`config.mk`:
```
export PLATFORM = sky130hd
export DESIGN_NAME = mux21_arbiter_flat
export DESIGN_NICKNAME = d
export VERILOG_FILES = /design/src/rtl/mux21_arbiter_if.sv /design/src/rtl/mux21_arbiter.sv /design/src/flat_wrapper.sv
export SDC_FILE = /design/constraint.sdc
export NUM_CORES = 1
export LEC_CHECK = 0
export BUFFER_PORTS_ARGS = -buffer_cell sky130_fd_sc_hd__buf_2
export CAP_MARGIN = 30
export CORE_UTILIZATION = 43
export DETAILED_ROUTE_END_ITERATION = 10
export GPL_ROUTABILITY_DRIVEN = 0
export PLACE_DENSITY = 0.76
export SYNTH_ARGS = -nofsm -noshare
export SYNTH_HDL_FRONTEND = slang
export SYNTH_SLANG_ARGS = --single-unit
```
`constraint.sdc`:
```
create_clock -name clk -period 1.81 [get_ports clk]
set_input_delay 0.0905 -clock clk [delete_from_list [all_inputs] [get_ports clk]]
set_output_delay 0.0905 -clock clk [all_outputs]
set_load 0.05 [all_outputs]
```
`src/rtl/mux21_arbiter_if.sv`:
```
// rtl/mux21_arbiter_if.sv - request/data/handshake bundle between two packet sources, the arbiter and one consumer
interface mux21_arbiter_if #(
    parameter int W = 8
);
    logic         req0;
    logic [W-1:0] d0;
    logic         last0;
    logic         ack0;
    logic         req1;
    logic [W-1:0] d1;
    logic         last1;
    logic         ack1;
    logic         s1;
    logic [W-1:0] y;
    logic         y_valid;
    logic         y_ready;
    logic         busy;

    modport master (
        input  req0, d0, last0, req1, d1, last1, y_ready,
        output ack0, ack1, s1, y, y_valid, busy
    );

    modport slave (
        output req0, d0, last0, req1, d1, last1, y_ready,
        input  ack0, ack1, s1, y, y_valid, busy
    );
endinterface

```
`src/rtl/mux21_arbiter.sv`:
```
// rtl/mux21_arbiter.sv - packet-locked round-robin arbiter driving a shared 2-1 mux and a one-entry output register
// Optional feature: MUX21_ARB_BURST_LIMIT_EN caps a grant at MAXBURST beats while the other requester waits.
module mux21_arbiter #(
    parameter int W        = 8,
    parameter int MAXBURST = 4
) (
    input  logic              clk,
    input  logic              rst_n,
    mux21_arbiter_if.master   bus
);
    typedef enum logic [1:0] {
        IDLE   = 2'd0,
        GRANT0 = 2'd1,
        GRANT1 = 2'd2
    } state_t;

    state_t       state_q, state_d;
    logic         prio_q, prio_d;
    logic [W-1:0] y_q, y_d;
    logic         y_valid_q, y_valid_d;

    logic out_free;
    logic acc0, acc1, accept;
    logic brk0, brk1;
    logic rel0, rel1;

    // The output slot is free when empty or being drained this cycle.
    assign out_free = ~y_valid_q | bus.y_ready;
    assign bus.ack0 = (state_q == GRANT0) & out_free;
    assign bus.ack1 = (state_q == GRANT1) & out_free;
    assign acc0     = bus.req0 & bus.ack0;
    assign acc1     = bus.req1 & bus.ack1;
    assign accept   = acc0 | acc1;

    assign bus.s1      = (state_q == GRANT1);
    assign bus.busy    = (state_q != IDLE);
    assign bus.y       = y_q;
    assign bus.y_valid = y_valid_q;

`ifdef MUX21_ARB_BURST_LIMIT_EN
    localparam int CW = $clog2(MAXBURST) + 1;

    logic [CW-1:0] cnt_q, cnt_d;
    logic          cnt_hit;

    // Once the limit is reached (or held saturated) the next accept may yield the grant.
    assign cnt_hit = (cnt_q >= CW'(MAXBURST - 1));
    assign brk0    = acc0 & cnt_hit & bus.req1;
    assign brk1    = acc1 & cnt_hit & bus.req0;

    always_comb begin
        cnt_d = cnt_q;
        if (state_d != state_q) begin
            cnt_d = '0;
        end else if (accept && (cnt_q != CW'(MAXBURST))) begin
            cnt_d = cnt_q + 1'b1;
        end
    end

    always_ff @(posedge clk or negedge rst_n) begin
        if (!rst_n) begin
            cnt_q <= '0;
        end else begin
            cnt_q <= cnt_d;
        end
    end
`else
    localparam int unused_maxburst = MAXBURST;

    assign brk0 = 1'b0;
    assign brk1 = 1'b0;
`endif

    assign rel0 = acc0 & (bus.last0 | brk0);
    assign rel1 = acc1 & (bus.last1 | brk1);

    // prio_q names the requester that wins the next IDLE tie.
    always_comb begin
        state_d = state_q;
        prio_d  = prio_q;
        case (state_q)
            IDLE: begin
                if (bus.req0 && (!bus.req1 || !prio_q)) begin
                    state_d = GRANT0;
                end else if (bus.req1) begin
                    state_d = GRANT1;
                end
            end
            GRANT0: begin
                if (rel0) begin
                    prio_d  = 1'b1;
                    state_d = bus.req1 ? GRANT1 : IDLE;
                end
            end
            GRANT1: begin
                if (rel1) begin
                    prio_d  = 1'b0;
                    state_d = bus.req0 ? GRANT0 : IDLE;
                end
            end
            default: begin
                state_d = IDLE;
            end
        endcase
    end

    always_comb begin
        y_d       = y_q;
        y_valid_d = y_valid_q;
        if (accept) begin
            y_d       = bus.s1 ? bus.d1 : bus.d0;
            y_valid_d = 1'b1;
        end else if (bus.y_ready) begin
            y_valid_d = 1'b0;
        end
    end

    always_ff @(posedge clk or negedge rst_n) begin
        if (!rst_n) begin
            state_q   <= IDLE;
            prio_q    <= 1'b0;
            y_q       <= '0;
            y_valid_q <= 1'b0;
        end else begin
            state_q   <= state_d;
            prio_q    <= prio_d;
            y_q       <= y_d;
            y_valid_q <= y_valid_d;
        end
    end
endmodule

```
`src/flat_wrapper.sv`:
```
// flat-port wrapper written by rule: the top's interface ports become plain ports
module mux21_arbiter_flat 
#(
    parameter int W        = 8,
    parameter int MAXBURST = 4
)
  (clk, rst_n, bus_req0, bus_d0, bus_last0, bus_req1, bus_d1, bus_last1, bus_y_ready, bus_ack0, bus_ack1, bus_s1, bus_y, bus_y_valid, bus_busy);
  mux21_arbiter_if #(.W(W)) bus_i ();
  input  logic clk;
  input  logic rst_n;
  input wire logic [$bits(bus_i.req0)-1:0] bus_req0;
  input wire logic [$bits(bus_i.d0)-1:0] bus_d0;
  input wire logic [$bits(bus_i.last0)-1:0] bus_last0;
  input wire logic [$bits(bus_i.req1)-1:0] bus_req1;
  input wire logic [$bits(bus_i.d1)-1:0] bus_d1;
  input wire logic [$bits(bus_i.last1)-1:0] bus_last1;
  input wire logic [$bits(bus_i.y_ready)-1:0] bus_y_ready;
  output wire logic [$bits(bus_i.ack0)-1:0] bus_ack0;
  output wire logic [$bits(bus_i.ack1)-1:0] bus_ack1;
  output wire logic [$bits(bus_i.s1)-1:0] bus_s1;
  output wire logic [$bits(bus_i.y)-1:0] bus_y;
  output wire logic [$bits(bus_i.y_valid)-1:0] bus_y_valid;
  output wire logic [$bits(bus_i.busy)-1:0] bus_busy;
  assign bus_i.req0 = bus_req0;
  assign bus_i.d0 = bus_d0;
  assign bus_i.last0 = bus_last0;
  assign bus_i.req1 = bus_req1;
  assign bus_i.d1 = bus_d1;
  assign bus_i.last1 = bus_last1;
  assign bus_i.y_ready = bus_y_ready;
  assign bus_ack0 = bus_i.ack0;
  assign bus_ack1 = bus_i.ack1;
  assign bus_s1 = bus_i.s1;
  assign bus_y = bus_i.y;
  assign bus_y_valid = bus_i.y_valid;
  assign bus_busy = bus_i.busy;
  mux21_arbiter #(.W(W), .MAXBURST(MAXBURST)) u_core (.clk(clk), .rst_n(rst_n), .bus(bus_i));
endmodule
```
# Yosys cells after proc, flatten, opt, wreduce, memory -nomap -nowiden
# Cells that the tools add are included.
# totals
reg_bits	12
input_bits	23
elab_cells	41
# classes
eq_ne	5
mux	13
bitwise_logic	9
reduce_logical	10
# op_table
operator	count
two-way mux 2 bit	5
two-way mux 8 bit	1
AND 1 bit	6
case mux 2 bit (3 select lines)	1
AND reduction 3 bit	2
nonzero test 2 bit	3
two-way mux 1 bit	5
!= test 3 x 2 -> 1 bit, second input constant	1
equality test 2 x 1 -> 1 bit, second input constant	1
equality test 2 bit, second input constant	1
logical NOT 1 bit	2
logical NOT 2 bit	1
!= test 2 x 1 -> 1 bit, second input constant	1
!= test 2 bit, second input constant	1
OR 1 bit	2
case mux 1 bit (2 select lines)	1
logical AND 1 bit	1
logical OR 1 bit	1
inverter 1 bit	1

# Longest topological paths before layout
# depth
depth_word	7
ltp_mapped	7

# Worst setup path before layout
# Ideal clock, no wire load.
# synth_path
path_type	register to output
startpoint	reg u_core.state_q[0]
endpoint	out bus_ack1
arrival_ns	1.805
path_slack_ns	-0.085
path_stages_with_launch	5
path_buffers	1
cell_sequence	dfrtp_1 -> inv_1 -> ha_1 -> buf_2 -> and2_1
# synth_via
elab_chain_len	2
# synth_rtl
item	line	source
start: declaration	mux21_arbiter.sv:17	state_t state_q, state_d;
start signal: assignment	mux21_arbiter.sv:125	state_q <= state_d;
equality test 2 bit	--	
net bus_s1	flat_wrapper.sv:20	output wire logic [$bits(bus_i.s1)-1:0] bus_s1;
AND 1 bit	mux21_arbiter.sv:30	assign bus.ack1 = (state_q == GRANT1) & out_free;
end: declaration	flat_wrapper.sv:19	output wire logic [$bits(bus_i.ack1)-1:0] bus_ack1;
# The timed path passes the listed nets, and every way through them passes these cells.

# Worst setup path after layout
# layout_path
startpoint	reg u_core.state_q[0]
endpoint	out bus_ack1
# layout_via
elab_chain_len	2
# layout_rtl
item	line
equality test 2 bit	mux21_arbiter.sv:30
AND 1 bit	mux21_arbiter.sv:30
# No other way between the ends.

==> results.md <==
* Mux share of post-synthesis cell area at 11.43%
* Ys flop type: dfrtp_1
* Worst Hold Depth at 3
* PostCTS Resize Cnt at 0
* Outcome: completed
* Share of layout cells above drive strength 1 at 41.67%
* Residual DRC count at 0
* Post-synth EDFFs at 0
* CP Cell Sequence: inv_1 > ha_2 > buf_4 > and2_1 > buf_2
* Synthesized net count at 97
* Setup TNS at 0 ns
* CTS tree: built
* Post-route insts no fill at 124
* Post-synthesis cell type count at 22
* Initial Util at 46.51%
* Main combinational cell family by area after synthesis: simple AND/OR/NAND/NOR gates
* H-tree depth at 1
* Worst setup SP type: flop
* Power Density at 1975 nW/um2
* Width of the chip at 42.37 um
* Clock slew at reported path FFs at 0.07 ns
* Detailed Place HPWL at 1145 um
* Data arrival time of the critical path at 1.61 ns
* Most numerous cell in the Yosys netlist: dfrtp_1
* Detail Route Antenna Nets at 0
* Worst Path Required at 1.72 ns
* Die area at 1795 um2
* Area of the multi-input gates at 375.4 um2
* Buffers on Ports at 35
* Area growth, synth to finish at 31.61%
* Antenna Diode Count at 0
* Crit end category: output port
* Worst-Skew Late Latency at 0.27 ns
* Global-route wire length before repair at 2318 um
* Layout Nets at 137
* Cell count along the critical path at 5
* Final hold violations at 0
* Max incr delay on CP at 0.41 ns
* Via/cell ratio at 5.121
* Initial antenna violation count at 0
* Leakage at 0.0004546 uW
* Number of global-route vias before repair at 588
* Tcrit/Tclk final at 93.83%
* Synth Area in Compound Gates at 15.89%
* Area fraction of the dominant cell type after synthesis at 42.86%
* CTS Buf Count at 3
* Util after Layout at 61.21%
* RSZ-0062 raised after global routing: no
* Worst min-delay path class: in -> reg
* CTS max path bufs at 2
* Syn Inst Count at 70
* Grt total ovfl at 0
* Pin count of the biggest net entering global routing at 17
* Std-Cell Rows at 14
* WP buf/inv at 3
* Yosys top cell by area: dfrtp_1
* Worst R2R Path Depth at 6
* Mapped Area at 700.7 um2
* Synth warnings at 0
* Initial drt markers at 8
* MaxCap Viol Count at 0
* Die Y at 42.37 um
* Clk_skew at 0.005986 ns
* Critical path's top delay family: buffers and inverters
* Post-Route WL at 1408 um
* Tot GR Track Use at 17.19%
* Num ports at 36
* Post-synthesis register bit count at 12
* XOR/XNOR share of the synthesized area at 0%
* Via count at 635
* # clock sinks at 12
* Largest fanout on the critical path at 10
* Post-layout min period at 1.698 ns
* Slew @ Worst Pin at 0.3807 ns
* Critical path class: reg -> out
* Dominant cells by area after synthesis: dfrtp_1 (43%), mux2i_1 (11%), a21oi_1 (7.1%)
* First-pass DRT Iterations at 4
* Post-synthesis async set-or-reset flop share at 100.0%
* Fillers at 155
* Clock Tree Root: clkbuf_4
* Commonest cells in the netlist: dfrtp_1 (12), a21oi_1 (10), nor2_1 (9)
* Placed insts at 120
* Final setup violation count at 0
* Flop-to-flop setup slack at 0.38 ns
* Core Box Area at 1506 um2
* Relative slew slack at 74.22%
* Wirelength per Cell at 11.35 um
* Overall Power at 1822 uW
* Reg area at 300.3 um2
* Pins Over Slew Limit at 0
* Simple-Gate Fraction of Synth Area at 18.75%
* Synth Area per Inst at 10.01 um2
* Seq/Total Area, Yosys at 42.86%
* Adder-cell share of the synthesized area at 7.143%
* VDD IR-drop max at 0.0009560 V
* Slowest cell on crit path: dfrtp_1
* Fmax at 0.5888 GHz
layout make-up:
| cell class | count | share of cell area [%] |
|---|---|---|
| inverter | 3 | 1.221 |
| sequential | 12 | 32.56 |
| clock buffer | 3 | 2.442 |
| multi-input combinational | 53 | 40.71 |
| timing repair buffer | 37 | 20.90 |
| tap | 16 | 2.171 |
cell usage in the layout, fill, tap and decap left out, drive strengths merged:
master and instances:
nand2 5, nand2b 2, and2 3, nor2b 1, o21ai 2, inv 3, nand3 1, ha 4
a22o 2, nor3b 2, o311ai 1, dlygate4sd3 1, o2bb2ai 1, a21oi 10, a22oi 1, nor2 10
clkbuf 3, mux2i 8, dfrtp 12, buf 36
path summary, 6_finish.rpt:
kind                                    to              start
min reg2reg                u_core.bus.y[4]    u_core.bus.y[4]
max                               bus_ack1  u_core.state_q[0]
min in group asynchronous  u_core.bus.y[4]              rst_n
min                        u_core.bus.y[2]          bus_d0[2]
max in group asynchronous  u_core.bus.y[7]              rst_n
max reg2reg                u_core.bus.y[6]  u_core.state_q[1]
tightest hold or removal path, stage by stage:
cell	delay, ns
buf_2	0.08
mux2i_1	0.05
a21oi_1	0.13
sequential cells by signal, summed over array words and instances (netlist names):
name                cells
u_core.prio_q           1
u_core.bus.y            8
u_core.bus.y_valid      1
u_core.state_q          2
layer usage:
layer / global-route usage (%) / wire length (um) / up-vias
met1: 19.27 / 585 / 293
met5: 0 / 0 / -
met2: 28.31 / 726 / 16
li1: - / - / 321
met4: 6.250 / 21 / 0
met3: 8.190 / 74 / 5
logic make-up after synthesis:
kind of cell / Yosys count
flip-flops: 12
buffers and inverters: 5
multiplexers: 8
AO/OA/AOI/OAI: 17
adder cells (fa/ha/maj): 4
AND/OR/NAND/NOR: 24
metrics by stage:
step	hold WS, ns	worst slack (ns)	cell area (um2)
6_report	0.1175	0.1117	922.1
5_1_grt	0.1224	0.03002	922.1
4_1_cts	0.1114	0.1019	922.1
3_5_place_dp	-0.01954	0.3866	889.6
3_3_place_gp	-0.02369	0.4313	889.6
2_1_floorplan	-0.2051	0.1046	703.2
report_power, final:
group	internal, uW	switching (uW)	total (uW)	leakage, uW
combinational	359	839	1200	0.000305
clock	76.9	79.0	156	0.0000138
sequential	397	71.1	468	0.000136
repair_timing:
item / in CTS / in global routing
setup buffers: 0 / 0
endpoints found under the setup margin: 0 / 0
endpoints found under the hold margin: 12 / 0
hold buffers: 1 / 0
(Power assumes the default switching activity.)
